[config.mk]
export PLATFORM = sky130hd
export DESIGN_NAME = ahb2apb_bridge_flat
export DESIGN_NICKNAME = d
export VERILOG_FILES = /design/src/rtl/ahb2apb_bridge_if.sv /design/src/rtl/ahb2apb_bridge.sv /design/src/flat_wrapper.sv
export SDC_FILE = /design/constraint.sdc
export NUM_CORES = 1
export LEC_CHECK = 0
export BUFFER_PORTS_ARGS = -buffer_cell sky130_fd_sc_hd__buf_2
export CAP_MARGIN = 10
export CORE_MARGIN = 1.5
export CORE_UTILIZATION = 40
export CTS_CLUSTER_SIZE = 30
export DETAILED_ROUTE_END_ITERATION = 8
export PLACE_DENSITY = 0.73
export SETUP_SLACK_MARGIN = 0.3
export SLEW_MARGIN = 20
export SYNTH_ARGS = -nofsm -noshare
export SYNTH_HDL_FRONTEND = slang
export SYNTH_SLANG_ARGS = --single-unit
[constraint.sdc]
create_clock -name HCLK -period 4 [get_ports HCLK]
set_input_delay 0.6 -clock HCLK [delete_from_list [all_inputs] [get_ports HCLK]]
set_output_delay 0.6 -clock HCLK [all_outputs]
set_load 0.01 [all_outputs]
[src/rtl/ahb2apb_bridge_if.sv]
// ----------------------------------------------------------------------------
// Bus interfaces for the AHB-to-APB bridge.
//
// ahb_if : AHB-Lite slave-side bundle seen at one HSELx output of the
//          interconnect.
//    master modport : decoder/master view (drives the address/data phase)
//    slave  modport : bridge view (returns HREADY_O / HRESP / HRDATA)
//    HSEL, HADDR, HTRANS, HWRITE, HSIZE  address phase
//    HWSTRB, HWDATA                      data phase write payload
//    HREADY_I                            bus-wide ready (previous transfer done)
//    HREADY_O, HRESP, HRDATA             this slave's response
//
// apb_if : APB3/APB4 peripheral bus.
//    master modport : bridge view (requester)
//    slave  modport : completer view
//    PSEL, PENABLE, PADDR, PWRITE, PWDATA, PSTRB   request
//    PRDATA, PREADY, PSLVERR                       completion
// ----------------------------------------------------------------------------
interface ahb_if #(
   parameter int unsigned AW = 32,
   parameter int unsigned DW = 32
);
   logic            HSEL;
   logic [AW-1:0]   HADDR;
   logic [1:0]      HTRANS;
   logic            HWRITE;
   logic [2:0]      HSIZE;
   logic [DW/8-1:0] HWSTRB;
   logic [DW-1:0]   HWDATA;
   logic            HREADY_I;
   logic            HREADY_O;
   logic            HRESP;
   logic [DW-1:0]   HRDATA;

   modport master (
      output HSEL, HADDR, HTRANS, HWRITE, HSIZE, HWSTRB, HWDATA, HREADY_I,
      input  HREADY_O, HRESP, HRDATA
   );

   modport slave (
      input  HSEL, HADDR, HTRANS, HWRITE, HSIZE, HWSTRB, HWDATA, HREADY_I,
      output HREADY_O, HRESP, HRDATA
   );
endinterface

interface apb_if #(
   parameter int unsigned PAW = 16,
   parameter int unsigned DW  = 32
);
   logic            PSEL;
   logic            PENABLE;
   logic [PAW-1:0]  PADDR;
   logic            PWRITE;
   logic [DW-1:0]   PWDATA;
   logic [DW/8-1:0] PSTRB;
   logic [DW-1:0]   PRDATA;
   logic            PREADY;
   logic            PSLVERR;

   modport master (
      output PSEL, PENABLE, PADDR, PWRITE, PWDATA, PSTRB,
      input  PRDATA, PREADY, PSLVERR
   );

   modport slave (
      input  PSEL, PENABLE, PADDR, PWRITE, PWDATA, PSTRB,
      output PRDATA, PREADY, PSLVERR
   );
endinterface

[src/rtl/ahb2apb_bridge.sv]
// ----------------------------------------------------------------------------
// ahb2apb_bridge
//   AHB slave that turns each accepted AHB transfer into exactly one APB
//   transfer, holding the AHB data phase with wait states until the APB
//   completer responds. Read data and the OKAY/ERROR response are forwarded.
//   Misaligned or oversized transfers get a two-cycle ERROR response with no
//   APB activity. All outputs are registered.
//
// Ports
//   HCLK     clock
//   HRESETN  asynchronous active-low reset
//   ahb      ahb_if.slave  : HSEL/HADDR/HTRANS/HWRITE/HSIZE/HWSTRB/HWDATA/
//                            HREADY_I in, HREADY_O/HRESP/HRDATA out
//   apb      apb_if.master : PSEL/PENABLE/PADDR/PWRITE/PWDATA/PSTRB out,
//                            PRDATA/PREADY/PSLVERR in
// ----------------------------------------------------------------------------
module ahb2apb_bridge #(
   parameter int unsigned AW  = 32,
   parameter int unsigned DW  = 32,
   parameter int unsigned PAW = 16
) (
   input  logic   HCLK,
   input  logic   HRESETN,
   ahb_if.slave   ahb,
   apb_if.master  apb
);

   typedef enum logic [2:0] {
      S_IDLE,
      S_DATA,
      S_SETUP,
      S_ACCESS,
      S_ERR1,
      S_ERR2
   } state_t;

   state_t        state;

   logic [31:0]   size_bytes;
   logic [AW-1:0] addr_mask;
   logic          start;
   logic          illegal;

   // Address-phase decode. Only NONSEQ/SEQ start a transfer; IDLE/BUSY and
   // unselected cycles fall through as zero-wait OKAY.
   always_comb begin
      size_bytes = 32'd1 << ahb.HSIZE;
      addr_mask  = AW'(size_bytes - 32'd1);
      start      = ahb.HSEL && ahb.HREADY_I &&
                   ((ahb.HTRANS == 2'b10) || (ahb.HTRANS == 2'b11));
      illegal    = (size_bytes > DW / 8) || ((ahb.HADDR & addr_mask) != '0);
   end

   always_ff @(posedge HCLK or negedge HRESETN) begin
      if (!HRESETN) begin
         state        <= S_IDLE;
         ahb.HREADY_O <= 1'b1;
         ahb.HRESP    <= 1'b0;
         ahb.HRDATA   <= '0;
         apb.PSEL     <= 1'b0;
         apb.PENABLE  <= 1'b0;
         apb.PADDR    <= '0;
         apb.PWRITE   <= 1'b0;
         apb.PWDATA   <= '0;
         apb.PSTRB    <= '0;
      end else begin
         case (state)
            // ERR2 is the second (ready) cycle of an ERROR response; it also
            // samples the next address phase exactly like IDLE.
            S_IDLE, S_ERR2: begin
               ahb.HRESP <= 1'b0;
               if (start && illegal) begin
                  state        <= S_ERR1;
                  ahb.HRESP    <= 1'b1;
                  ahb.HREADY_O <= 1'b0;
               end else if (start) begin
                  state        <= S_DATA;
                  ahb.HREADY_O <= 1'b0;
                  apb.PADDR    <= ahb.HADDR[PAW-1:0];
                  apb.PWRITE   <= ahb.HWRITE;
               end else begin
                  state        <= S_IDLE;
                  ahb.HREADY_O <= 1'b1;
               end
            end

            // Write payload is only valid in the AHB data phase.
            S_DATA: begin
               if (apb.PWRITE) begin
                  apb.PWDATA <= ahb.HWDATA;
                  apb.PSTRB  <= ahb.HWSTRB;
               end else begin
                  apb.PSTRB  <= '0;
               end
               apb.PSEL    <= 1'b1;
               apb.PENABLE <= 1'b0;
               state       <= S_SETUP;
            end

            S_SETUP: begin
               apb.PENABLE <= 1'b1;
               state       <= S_ACCESS;
            end

            S_ACCESS: begin
               if (apb.PREADY) begin
                  apb.PSEL    <= 1'b0;
                  apb.PENABLE <= 1'b0;
                  if (apb.PSLVERR) begin
                     ahb.HRESP <= 1'b1;
                     state     <= S_ERR1;
                  end else begin
                     ahb.HREADY_O <= 1'b1;
                     if (!apb.PWRITE) begin
                        ahb.HRDATA <= apb.PRDATA;
                     end
                     state <= S_IDLE;
                  end
               end
            end

            S_ERR1: begin
               ahb.HREADY_O <= 1'b1;
               state        <= S_ERR2;
            end

            default: begin
               state        <= S_IDLE;
               ahb.HREADY_O <= 1'b1;
               ahb.HRESP    <= 1'b0;
               apb.PSEL     <= 1'b0;
               apb.PENABLE  <= 1'b0;
            end
         endcase
      end
   end

endmodule

[src/flat_wrapper.sv]
// flat-port wrapper written by rule: the top's interface ports become plain ports
module ahb2apb_bridge_flat 
#(
   parameter int unsigned AW  = 32,
   parameter int unsigned DW  = 32,
   parameter int unsigned PAW = 16
)
  (HCLK, HRESETN, ahb_HSEL, ahb_HADDR, ahb_HTRANS, ahb_HWRITE, ahb_HSIZE, ahb_HWSTRB, ahb_HWDATA, ahb_HREADY_I, ahb_HREADY_O, ahb_HRESP, ahb_HRDATA, apb_PSEL, apb_PENABLE, apb_PADDR, apb_PWRITE, apb_PWDATA, apb_PSTRB, apb_PRDATA, apb_PREADY, apb_PSLVERR);
  ahb_if #(.AW(AW), .DW(DW)) ahb_i ();
  apb_if #(.PAW(PAW), .DW(DW)) apb_i ();
  input  logic HCLK;
  input  logic HRESETN;
  input wire logic [$bits(ahb_i.HSEL)-1:0] ahb_HSEL;
  input wire logic [$bits(ahb_i.HADDR)-1:0] ahb_HADDR;
  input wire logic [$bits(ahb_i.HTRANS)-1:0] ahb_HTRANS;
  input wire logic [$bits(ahb_i.HWRITE)-1:0] ahb_HWRITE;
  input wire logic [$bits(ahb_i.HSIZE)-1:0] ahb_HSIZE;
  input wire logic [$bits(ahb_i.HWSTRB)-1:0] ahb_HWSTRB;
  input wire logic [$bits(ahb_i.HWDATA)-1:0] ahb_HWDATA;
  input wire logic [$bits(ahb_i.HREADY_I)-1:0] ahb_HREADY_I;
  output wire logic [$bits(ahb_i.HREADY_O)-1:0] ahb_HREADY_O;
  output wire logic [$bits(ahb_i.HRESP)-1:0] ahb_HRESP;
  output wire logic [$bits(ahb_i.HRDATA)-1:0] ahb_HRDATA;
  output wire logic [$bits(apb_i.PSEL)-1:0] apb_PSEL;
  output wire logic [$bits(apb_i.PENABLE)-1:0] apb_PENABLE;
  output wire logic [$bits(apb_i.PADDR)-1:0] apb_PADDR;
  output wire logic [$bits(apb_i.PWRITE)-1:0] apb_PWRITE;
  output wire logic [$bits(apb_i.PWDATA)-1:0] apb_PWDATA;
  output wire logic [$bits(apb_i.PSTRB)-1:0] apb_PSTRB;
  input wire logic [$bits(apb_i.PRDATA)-1:0] apb_PRDATA;
  input wire logic [$bits(apb_i.PREADY)-1:0] apb_PREADY;
  input wire logic [$bits(apb_i.PSLVERR)-1:0] apb_PSLVERR;
  assign ahb_i.HSEL = ahb_HSEL;
  assign ahb_i.HADDR = ahb_HADDR;
  assign ahb_i.HTRANS = ahb_HTRANS;
  assign ahb_i.HWRITE = ahb_HWRITE;
  assign ahb_i.HSIZE = ahb_HSIZE;
  assign ahb_i.HWSTRB = ahb_HWSTRB;
  assign ahb_i.HWDATA = ahb_HWDATA;
  assign ahb_i.HREADY_I = ahb_HREADY_I;
  assign ahb_HREADY_O = ahb_i.HREADY_O;
  assign ahb_HRESP = ahb_i.HRESP;
  assign ahb_HRDATA = ahb_i.HRDATA;
  assign apb_PSEL = apb_i.PSEL;
  assign apb_PENABLE = apb_i.PENABLE;
  assign apb_PADDR = apb_i.PADDR;
  assign apb_PWRITE = apb_i.PWRITE;
  assign apb_PWDATA = apb_i.PWDATA;
  assign apb_PSTRB = apb_i.PSTRB;
  assign apb_i.PRDATA = apb_PRDATA;
  assign apb_i.PREADY = apb_PREADY;
  assign apb_i.PSLVERR = apb_PSLVERR;
  ahb2apb_bridge #(.AW(AW), .DW(DW), .PAW(PAW)) u_core (.HCLK(HCLK), .HRESETN(HRESETN), .ahb(ahb_i), .apb(apb_i));
endmodule
==> reports/qor.yml, run 1 <==
synth_cell_type_count: 38
clock_skew_ns: 0.0114
switching_share: 0.328
yosys-top-cells-area: "dfrtp_1 (61%), mux2_2 (22%), mux2_4 (3.6%)"
grt_pass1_vias: 2563
drtIter0Drc: 25
grt_pass1_wl_mm: 12.3
crit_chain: "buf_2 -> and3_1 -> inv_1 -> ha_1 -> nor2b_1 -> nor3_1 -> and4_1 -> mux2_2"
pwr-share-clk: 0.181
startpoint_type: "input pin"
synth_async_sr_flop_share: 1.00
relSlewSlack: 0.385
ant_nets: 0
pre_cts_slack_ns: 1.22
seq_area_sq_um: 2300
clk_pin_slew_ns: 0.09
place_area_sq_um: 4690
pwr-share-comb: 0.367
timing.rr.end: "u_core.apb.PADDR[3]$_DFFE_PN0P_"
syn_area_sq_um: 3730
crit_path_max_incr_delay_ns: 0.82
synthCells: 243
dieArea_sq_um: 9900
layoutNonFillerInstCount: 545
num_vias: 2579
initial_core_util: 0.407
worst_slew_pin_slew_ns: 0.923
htree_levels: 3
p_sw_mw: 1.12
arrival_ns: 2.64
synth_top_area_frac: 0.611
cts-buffers-inserted: 9
post-place-cells: 529
min_period_over_period: 0.602
cts-resized-gates: 0
ctsHoldBuffers: 0
synth_most_common_cell: "dfrtp_1"
powerDensity_nw_per_um2: 698
worst_hold_path_type: "input pin to asynchronous set/reset pin"
routed_via_density: 4.73
synth_flop_cell: "dfrtp_1"
multi_input_area_sq_um: 1300
cts_buffer_depth: 2
final.min_clock_period_ns: 2.41
cts_setup_buffers: 0
drtPass1Iterations: 4
synth_edf_count: 0
nets: 542
reg2reg_slack_ns: 1.77
drive_gt1_frac: 0.664
slowest_stage: "and4_1"
gp_congestion: 0.798
ios: 201
yosysTopAreaCell: "dfrtp_1"
wl_per_cell_um: 13.9
hold_slack_ns: 0.377
p_int_mw: 2.30
syn-num-nets: 356
yosys_warnings: 0
crit_fanout: 18
critPathLaunch: "ahb_HSIZE[1]"
insertion_delay_ns: 0.34
fmax_mhz: 416
power.leakage_nw: 2.62
grt_max_degree: 78
power_frac_seq: 0.452
critical_path_required_ns: 4.23
seq_area_frac_synth: 0.618
final_max_slew_viol_count: 0
grt_overflow: 0
synthTopCellsByCount: "dfrtp_1 (91), mux2_2 (72), nand2_1 (10)"
remaining_drc_errors: 0
root_buffer: "clkbuf_8"
ys_ff_latch: 92
antennaDiodeCount: 0
wl_mm: 7.59
hold_viol: 0
dp_hpwl_mm: 5.74
finish.instance_area_sq_um: 4890
drv_cap: 0
total_power_mw: 3.42
fin_ws_ns: 1.59
timing.rr.start: "u_core.state[1]$_DFFE_PN0P_"
antenna_found_initial: 0
areaGrowthSynthToFinish_pct: 31.4
fillers: 810
cts.sinks: 92
fin_setup_tns_ns: 0
io_buffers: 185
end_kind: "flip-flop"
peakVddDrop_mv: 0.401
core-area_sq_um: 9150
setup_viol: 0
dieWidth_um: 99.5
cts_tree: "done"
rsz0062_at_grt: "false"
grt_usage: 0.156
rows: 35
die_h_um: 99.5
syn_avg_cell_area_sq_um: 15.3
crit_type: "input pin to flip-flop"
finish.utilization: 0.535
reg2regPathDepth: 4
status: "completed"
-- state kept, by name, indices dropped and copies added (netlist names) --
register	cells
u_core.ahb.HRDATA	32
u_core.ahb.HREADY_O	1
u_core.ahb.HRESP	1
u_core.apb.PADDR	16
u_core.apb.PENABLE	1
u_core.apb.PSEL	1
u_core.apb.PSTRB	4
u_core.apb.PWDATA	32
u_core.apb.PWRITE	1
u_core.state	3
-- critical path, delay by kind of cell --
kind          cells  cell delay (ns)
buf+inv           2             0.15
simple gates      4             1.22
fa+ha+maj         1             0.26
mux               1             0.41
-- power groups by stage --
stage / clock network (mW) / logic, mW / registers [mW]
floorplan: 0 / 0.620 / 1.70
global placement: 0 / 1.24 / 1.54
detailed placement: 0 / 1.28 / 1.56
CTS: 0.645 / 1.28 / 1.55
global route: 0.688 / 1.37 / 1.60
finish: 0.618 / 1.25 / 1.54
-- area by class of cell --
class                           instances  area share
Sequential cell                        92       0.471
Multi-Input combinational cell        137       0.266
Timing Repair Buffer                  187       0.193
Clock buffer                           11      0.0289
Tap cell                              111      0.0284
Clock inverter                          5      0.0123
Inverter                                2     0.00153
-- cell families (layout without fill, tap and decap cells) --
family                   Yosys count  count (layout)  synth area share
AND/OR/NAND/NOR                   32              32            0.0480
AO/OA/AOI/OAI                     21              21            0.0369
adder cells (fa/ha/maj)            1               1           0.00336
flip-flops                        92              92             0.618
multiplexers                      81              81             0.254
XOR/XNOR                           2               2           0.00672
buffers and inverters             14             205            0.0329
-- worst max-delay path by stage --
stage	end	slack, ns
CTS	u_core.apb.PADDR[1]$_DFFE_PN0P_	1.59
global placement	u_core.apb.PADDR[15]$_DFFE_PN0P_	1.26
finish	u_core.apb.PADDR[3]$_DFFE_PN0P_	1.59
floorplan	u_core.apb.PADDR[10]$_DFFE_PN0P_	1.85
global route	u_core.apb.PADDR[1]$_DFFE_PN0P_	1.45
detailed placement	u_core.apb.PADDR[3]$_DFFE_PN0P_	1.22
-- per-layer routing --
layer / up-vias / part of all wire / track usage
li1: 1228 / - / -
met1: 1232 / 0.42 / 0.192
met2: 107 / 0.50 / 0.264
met3: 12 / 0.070 / 0.0443
met4: 0 / 0.016 / 0.0585
met5: - / 0 / 0
-- cells in the final DEF, fill, tap and decap left out, drive strengths merged, types with 2 or more instances in the layout --
master	Yosys	routed
a21oi	2	2
buf	12	187
clkbuf	0	11
clkinv	0	2
dfrtp	91	91
inv	2	3
mux2	81	81
nand2	10	10
nand2b	4	4
nor2	7	7
nor2b	2	2
o21a	2	2
o21ai	8	8
xor2	2	2
Power figures use the tool's default switching activity.
==> run 2: changes to the inputs <==
Settings changed: PLACE_DENSITY 0.73 to 0.76.
Clock period 4 ns to 2 ns, I/O delays scaled along.
==> run 2 against run 1 <==
Net effect:
- global-route usage up 0.51 points
- wire length up 7.4%
- non-clock buffer count up 17
- hold slack worse by 0.20 ns
- clock skew up 0.0013 ns
- worst setup slack worse by 1.3 ns
- sequential power up 98%
- total power up 110%
- design area up 6.5%
- largest cell class unchanged
- largest power group unchanged
==> reports/qor.yml, run 2 (synthesized netlist as in run 1, its figures left out) <==
status: "completed"
drtPass1Iterations: 4  # unchanged
io_buffers: 185  # unchanged
end_kind: "flip-flop"
grt_max_degree: 47  # -40%
cts.sinks: 92  # unchanged
grt_pass1_wl_mm: 12.5  # +1.7%
final.min_clock_period_ns: 1.70
powerDensity_nw_per_um2: 1390  # +98%
hold_slack_ns: 0.178  # -0.199 ns
fin_ws_ns: 0.298  # -1.30 ns
cts_buffer_depth: 2  # unchanged
drv_cap: 0  # unchanged
wl_per_cell_um: 14.6  # +4.6%
crit_path_max_incr_delay_ns: 0.45  # -0.37 ns
critical_path_required_ns: 2.23  # -2.00 ns
grt_usage: 0.162  # +0.00513
num_vias: 2688  # +4.2%
fin_setup_tns_ns: 0  # unchanged
ios: 201  # unchanged
clk_pin_slew_ns: 0.09  # about the same
pre_cts_slack_ns: -0.0634  # -1.28 ns
crit_fanout: 8  # -10
dieWidth_um: 99.5  # unchanged
power.leakage_nw: 2.76  # +5.2%
finish.utilization: 0.570  # +0.0349
rows: 35  # unchanged
seq_area_sq_um: 2310  # +0.11%
arrival_ns: 1.93  # -0.71 ns
remaining_drc_errors: 0  # unchanged
dp_hpwl_mm: 5.85  # +2.0%
nets: 559  # +3.1%
grt_pass1_vias: 2630  # +2.6%
gp_congestion: 0.792  # -0.65%
startpoint_type: "flip-flop"
routed-wl-met2_mm: 3.99  # +5.7%
final_max_slew_viol_count: 0  # unchanged
cts-buffers-inserted: 9  # unchanged
drive_gt1_frac: 0.693  # +0.0291
met1Wirelength_mm: 3.40  # +8.0%
rsz0062_at_grt: "true"
drtIter0Drc: 52  # +110%
top_layer: "met4"
min_period_over_period: 0.851
routed_via_density: 4.80  # +1.4%
wl_mm: 8.15  # +7.4%
peakVddDrop_mv: 0.645  # +61%
fmax_mhz: 588
reg.largest.list: "u_core.ahb.HRDATA: 32 flops, u_core.apb.PWDATA: 32 flops, u_core.apb.PADDR: 16 flops"
root_buffer: "clkbuf_8"
final_cell_mix: "buf_2 (184), dfrtp_1 (89), mux2_2 (65)"
cts_tree: "done"
slowest_stage: "dfrtp_2"
antenna_found_initial: 0  # unchanged
core-area_sq_um: 9150  # unchanged
areaGrowthSynthToFinish_pct: 39.9
grt_overflow: 0  # unchanged
worst_slew_pin_slew_ns: 0.455  # -0.468 ns
worst_hold_path_type: "input pin to flip-flop"
antennaDiodeCount: 0  # unchanged
hold_viol: 0  # unchanged
dieArea_sq_um: 9900  # unchanged
crit_type: "flip-flop to flip-flop"
die_h_um: 99.5  # unchanged
setup_viol: 0  # unchanged
ant_nets: 0  # unchanged
fillers: 736  # -9.1%
clock_skew_ns: 0.0127  # +0.00129 ns
insertion_delay_ns: 0.34  # about the same
wl_met3_um: 589  # +11%
crit_chain: "buf_12 -> xor2_4 -> nor2_4 -> and4_4 -> clkbuf_16 -> mux2_4"
relSlewSlack: 0.697  # +0.312
htree_levels: 3  # unchanged
multi_input_area_sq_um: 1370  # +5.1%
initial_core_util: 0.407  # unchanged
final_common_cell: "buf_2"
==> run 2: changes by cell type in the layout (fill, tap and decap cells not counted), moves of 2 or more <==
| cell | delta |
|---|---|
| buf_12 | +5 |
| buf_4 | +8 |
| clkbuf_16 | +2 |
| dfrtp_1 | -2 |
| dfrtp_2 | +2 |
| mux2_2 | -7 |
| mux2_4 | +7 |
==> run 2: power breakdown <==
| part | internal [mW] | switching, mW |
|---|---|---|
| Combinational | 1.57 | 1.29 |
| Clock | 0.694 | 0.612 |
| Sequential | 2.64 | 0.415 |
| Total | 4.91 | 2.32 |
==> run 2: timing repair <==
item / CTS / global route
gates resized for setup: 6 / 11
hold buffers: 1 / 0
cloned: 1 / 2
endpoints found under the setup margin: 49 / 33
pin swaps: 1 / 2
setup buffers: 2 / 4
endpoints found under the hold margin: 31 / 0
==> run 2: worst paths after layout <==
| check | slack (ns) | cells after the start | startpoint | end |
|---|---|---|---|---|
| hold reg to reg | 0.48 | 2 | u_core.apb.PSTRB[0]$_DFFE_PN0P_ | u_core.apb.PSTRB[0]$_DFFE_PN0P_ |
| hold / removal | 0.18 | 2 | ahb_HADDR[6] | u_core.apb.PADDR[6]$_DFFE_PN0P_ |
| min in group asynchronous | 0.47 | 2 | HRESETN | u_core.apb.PWDATA[7]$_DFFE_PN0P_ |
| setup / recovery | 0.30 | 6 | u_core.state[2]$_DFFE_PN0P_ | u_core.apb.PADDR[13]$_DFFE_PN0P_ |
| max in group asynchronous | 0.93 | 3 | HRESETN | u_core.ahb.HRDATA[16]$_DFFE_PN0P_ |
| setup reg to reg | 0.30 | 6 | u_core.state[2]$_DFFE_PN0P_ | u_core.apb.PADDR[13]$_DFFE_PN0P_ |
==> run 2: per-layer routing <==
layer / global-route usage / up-vias
met4: 0.0715 / 0
met3: 0.0415 / 15
li1: - / 1261
met5: 0 / -
met2: 0.269 / 133
met1: 0.200 / 1279
==> run 2: cell type report <==
cell class,instances,share of cell area
Tap cell,111,0.0266
Multi-Input combinational cell,137,0.262
Timing Repair Buffer,204,0.228
Sequential cell,92,0.442
Clock buffer,10,0.0245
Clock inverter,4,0.0146
Inverter,2,0.00144
==> run 2: worst max-delay path, delay by kind of cell, from the launching register on <==
| family | cells | cell delay, ns |
|---|---|---|
| buffers and inverters | 2 | 0.32 |
| flip-flops | 1 | 0.45 |
| multiplexers | 1 | 0.29 |
| AND/OR/NAND/NOR | 2 | 0.37 |
| XOR/XNOR | 1 | 0.15 |
==> run 2: per-stage QoR <==
step | power [mW] | area [sq um] | std cells
floorplan | 4.63 | 3730 | 243
CTS | 7.17 | 5090 | 554
finish | 7.22 | 5210 | 560
detailed placement | 5.72 | 4800 | 536
global placement | 5.62 | 4800 | 536
global route | 7.69 | 5210 | 560
==> run 3: changes to the inputs <==
--- a/config.mk
+++ b/config.mk
@@ -8,9 +8,10 @@
 export BUFFER_PORTS_ARGS = -buffer_cell sky130_fd_sc_hd__buf_2
 export CAP_MARGIN = 10
+export CORE_ASPECT_RATIO = 1.4
 export CORE_MARGIN = 1.5
 export CORE_UTILIZATION = 40
 export CTS_CLUSTER_SIZE = 30
 export DETAILED_ROUTE_END_ITERATION = 8
-export PLACE_DENSITY = 0.76
+export PLACE_DENSITY = 0.74
 export SETUP_SLACK_MARGIN = 0.3
 export SLEW_MARGIN = 20
==> constraint.sdc (replaced) <==
create_clock -name HCLK -period 2 [get_ports HCLK]
set_input_delay 0.1 -clock HCLK [delete_from_list [all_inputs] [get_ports HCLK]]
set_output_delay 0.1 -clock HCLK [all_outputs]
set_load 0.01 [all_outputs]
==> run 3 against run 2 <==
Net effect:
- hold slack worse by 0.17 ns
- first-iteration DRC count is 33% higher
- critical path depth is 1 lower
- clock skew is 0.0046 ns lower
- total power is 6.6% higher
- flip-flop and latch count stayed put
- critical endpoint is now u_core.apb.PADDR[3]$_DFFE_PN0P_
==> reports/qor.yml, run 3 (synthesized netlist as in run 1, its figures left out) <==
num_vias: 2920  # +8.6%
pre_cts_slack_ns: 0.136  # +0.199 ns
min_period_over_period: 0.835  # -0.0158
end_kind: "flip-flop"
clk_pin_slew_ns: 0.07  # -0.02 ns
rsz0062_at_grt: "true"
grt_usage: 0.181  # +0.0193
gr-usage-met3: 0.0477  # +0.00622
reg.largest.list: "u_core.ahb.HRDATA: 32 flops, u_core.apb.PWDATA: 32 flops, u_core.apb.PADDR: 16 flops"
fillers: 669  # -9.1%
htree_levels: 3  # unchanged
drv_cap: 0  # unchanged
drive_gt1_frac: 0.591  # -0.102
remaining_drc_errors: 0  # unchanged
antennaDiodeCount: 0  # unchanged
drtIter0Drc: 69  # +33%
grt_pass1_wl_mm: 13.9  # +11%
root_buffer: "clkbuf_16"
final.min_clock_period_ns: 1.67  # -0.0316 ns
powerDensity_nw_per_um2: 1310  # -5.2%
seq_area_sq_um: 2300  # about the same
crit_fanout: 8  # unchanged
fmax_mhz: 599  # +1.9%
cts_buffer_depth: 2  # unchanged
arrival_ns: 1.89  # -0.04 ns
final_max_slew_viol_count: 0  # unchanged
relSlewSlack: 0.602  # -0.0951
fin_ws_ns: 0.330  # +0.0316 ns
wl_mm: 9.10  # +12%
routed_via_density: 4.71  # -1.9%
antenna_found_initial: 0  # unchanged
hold_viol: 0  # unchanged
worst_slew_pin_slew_ns: 0.597  # +0.143 ns
die_h_um: 117  # +18%
rows: 41  # +17%
insertion_delay_ns: 0.34  # about the same
fin_setup_tns_ns: 0  # unchanged
grtUsageMet1: 0.193  # -0.00642
core-area_sq_um: 9030  # -1.4%
grt-busiest-layer: "met2"
crit_path_max_incr_delay_ns: 0.39  # -0.06 ns
cts.sinks: 92  # unchanged
final_cell_mix: "buf_2 (184), dfrtp_1 (90), mux2_2 (72)"
critical_path_required_ns: 2.22  # about the same
initial_core_util: 0.413  # +0.00559
drtPass1Iterations: 4  # unchanged
dp_hpwl_mm: 5.81  # -0.72%
multi_input_area_sq_um: 1320  # -3.6%
grt_overflow: 0  # unchanged
nets: 621  # +11%
use_met2: 0.329  # +0.0599
clock_skew_ns: 0.00801  # -0.00464 ns
crit_chain: "nand4b_1 -> nor2_2 -> and4_4 -> buf_12 -> mux2_2"
peakVddDrop_mv: 0.809  # +25%
cts_tree: "done"
grt_pass1_vias: 3039  # +16%
dieWidth_um: 84.6  # -15%
crit_type: "flip-flop to flip-flop"
dieArea_sq_um: 9910  # about the same
ios: 201  # unchanged
cts-buffers-inserted: 9  # unchanged
slowest_stage: "dfrtp_1"
status: "completed"
startpoint_type: "flip-flop"
power.leakage_nw: 3.05  # +10%
wl_per_cell_um: 14.7  # +0.82%
final_common_cell: "buf_2"
worst_hold_path_type: "input pin to flip-flop"
grt_max_degree: 48  # +2.1%
io_buffers: 185  # unchanged
areaGrowthSynthToFinish_pct: 57.5
gp_congestion: 0.865  # +9.2%
setup_viol: 0  # unchanged
ant_nets: 0  # unchanged
==> run 3: stage by stage <==
| stage | utilization | cells | power, mW | cell area, sq um | hold slack (ns) |
|---|---|---|---|---|---|
| finish | 0.650 | 620 | 7.70 | 5870 | 0.00803 |
| global route | 0.650 | 620 | 8.18 | 5870 | 0.000997 |
| CTS | 0.643 | 617 | 7.71 | 5810 | 0.000221 |
| detailed placement | 0.531 | 532 | 5.76 | 4790 | 0.151 |
| global placement | 0.531 | 532 | 5.65 | 4790 | 0.145 |
| floorplan | - | 243 | 4.63 | 3730 | -0.196 |
==> run 3: final cells by class <==
cell class | instances | share of cell area
clock buffer | 9 | 0.0384
clock inverter | 7 | 0.0168
inverter | 2 | 0.00128
multi-input combinational | 137 | 0.225
sequential | 92 | 0.393
tap | 107 | 0.0228
timing repair buffer | 266 | 0.303
==> run 3: worst max-delay path, delay by kind of cell (launching register included) <==
kind | cells | cell delay [ns]
buffers and inverters | 1 | 0.14
flip-flops | 1 | 0.39
multiplexers | 1 | 0.34
AND/OR/NAND/NOR | 3 | 0.68
==> run 3: repair_timing <==
| item | CTS | global route |
|---|---|---|
| setup buffers | 0 | 1 |
| endpoints found under the setup margin | 4 | 49 |
| gates cloned | 0 | 1 |
| gates resized for setup | 1 | 4 |
| pin swaps | 0 | 1 |
| hold buffers | 69 | 1 |
| endpoints found under the hold margin | 113 | 1 |
==> run 3: routing by layer <==
metal  vias to the layer above  part of all wire  wire [um]
met5                         -                 0          0
met4                         0             0.029        267
met3                        24             0.057        520
met2                       124              0.54       4910
met1                      1392              0.37       3400
li1                       1380                 -          -
==> run 3: power breakdown <==
group / internal [mW] / switching [mW]
registers: 2.64 / 0.411
logic: 1.52 / 1.30
clock network: 1.10 / 0.722
total: 5.27 / 2.44
==> run 3: path summary, 6_finish.rpt <==
kind	start	endpoint	slack, ns	cells after the start
worst min-delay path	ahb_HADDR[5]	u_core.apb.PADDR[5]$_DFFE_PN0P_	0.008	2
worst max register to register	u_core.state[1]$_DFFE_PN0P_	u_core.apb.PADDR[3]$_DFFE_PN0P_	0.33	5
min in group asynchronous	HRESETN	u_core.apb.PADDR[15]$_DFFE_PN0P_	0.31	2
worst max-delay path	u_core.state[1]$_DFFE_PN0P_	u_core.apb.PADDR[3]$_DFFE_PN0P_	0.33	5
worst min register to register	u_core.apb.PSTRB[0]$_DFFE_PN0P_	u_core.apb.PSTRB[0]$_DFFE_PN0P_	0.49	2
max in group asynchronous	HRESETN	u_core.apb.PSTRB[3]$_DFFE_PN0P_	1.02	3
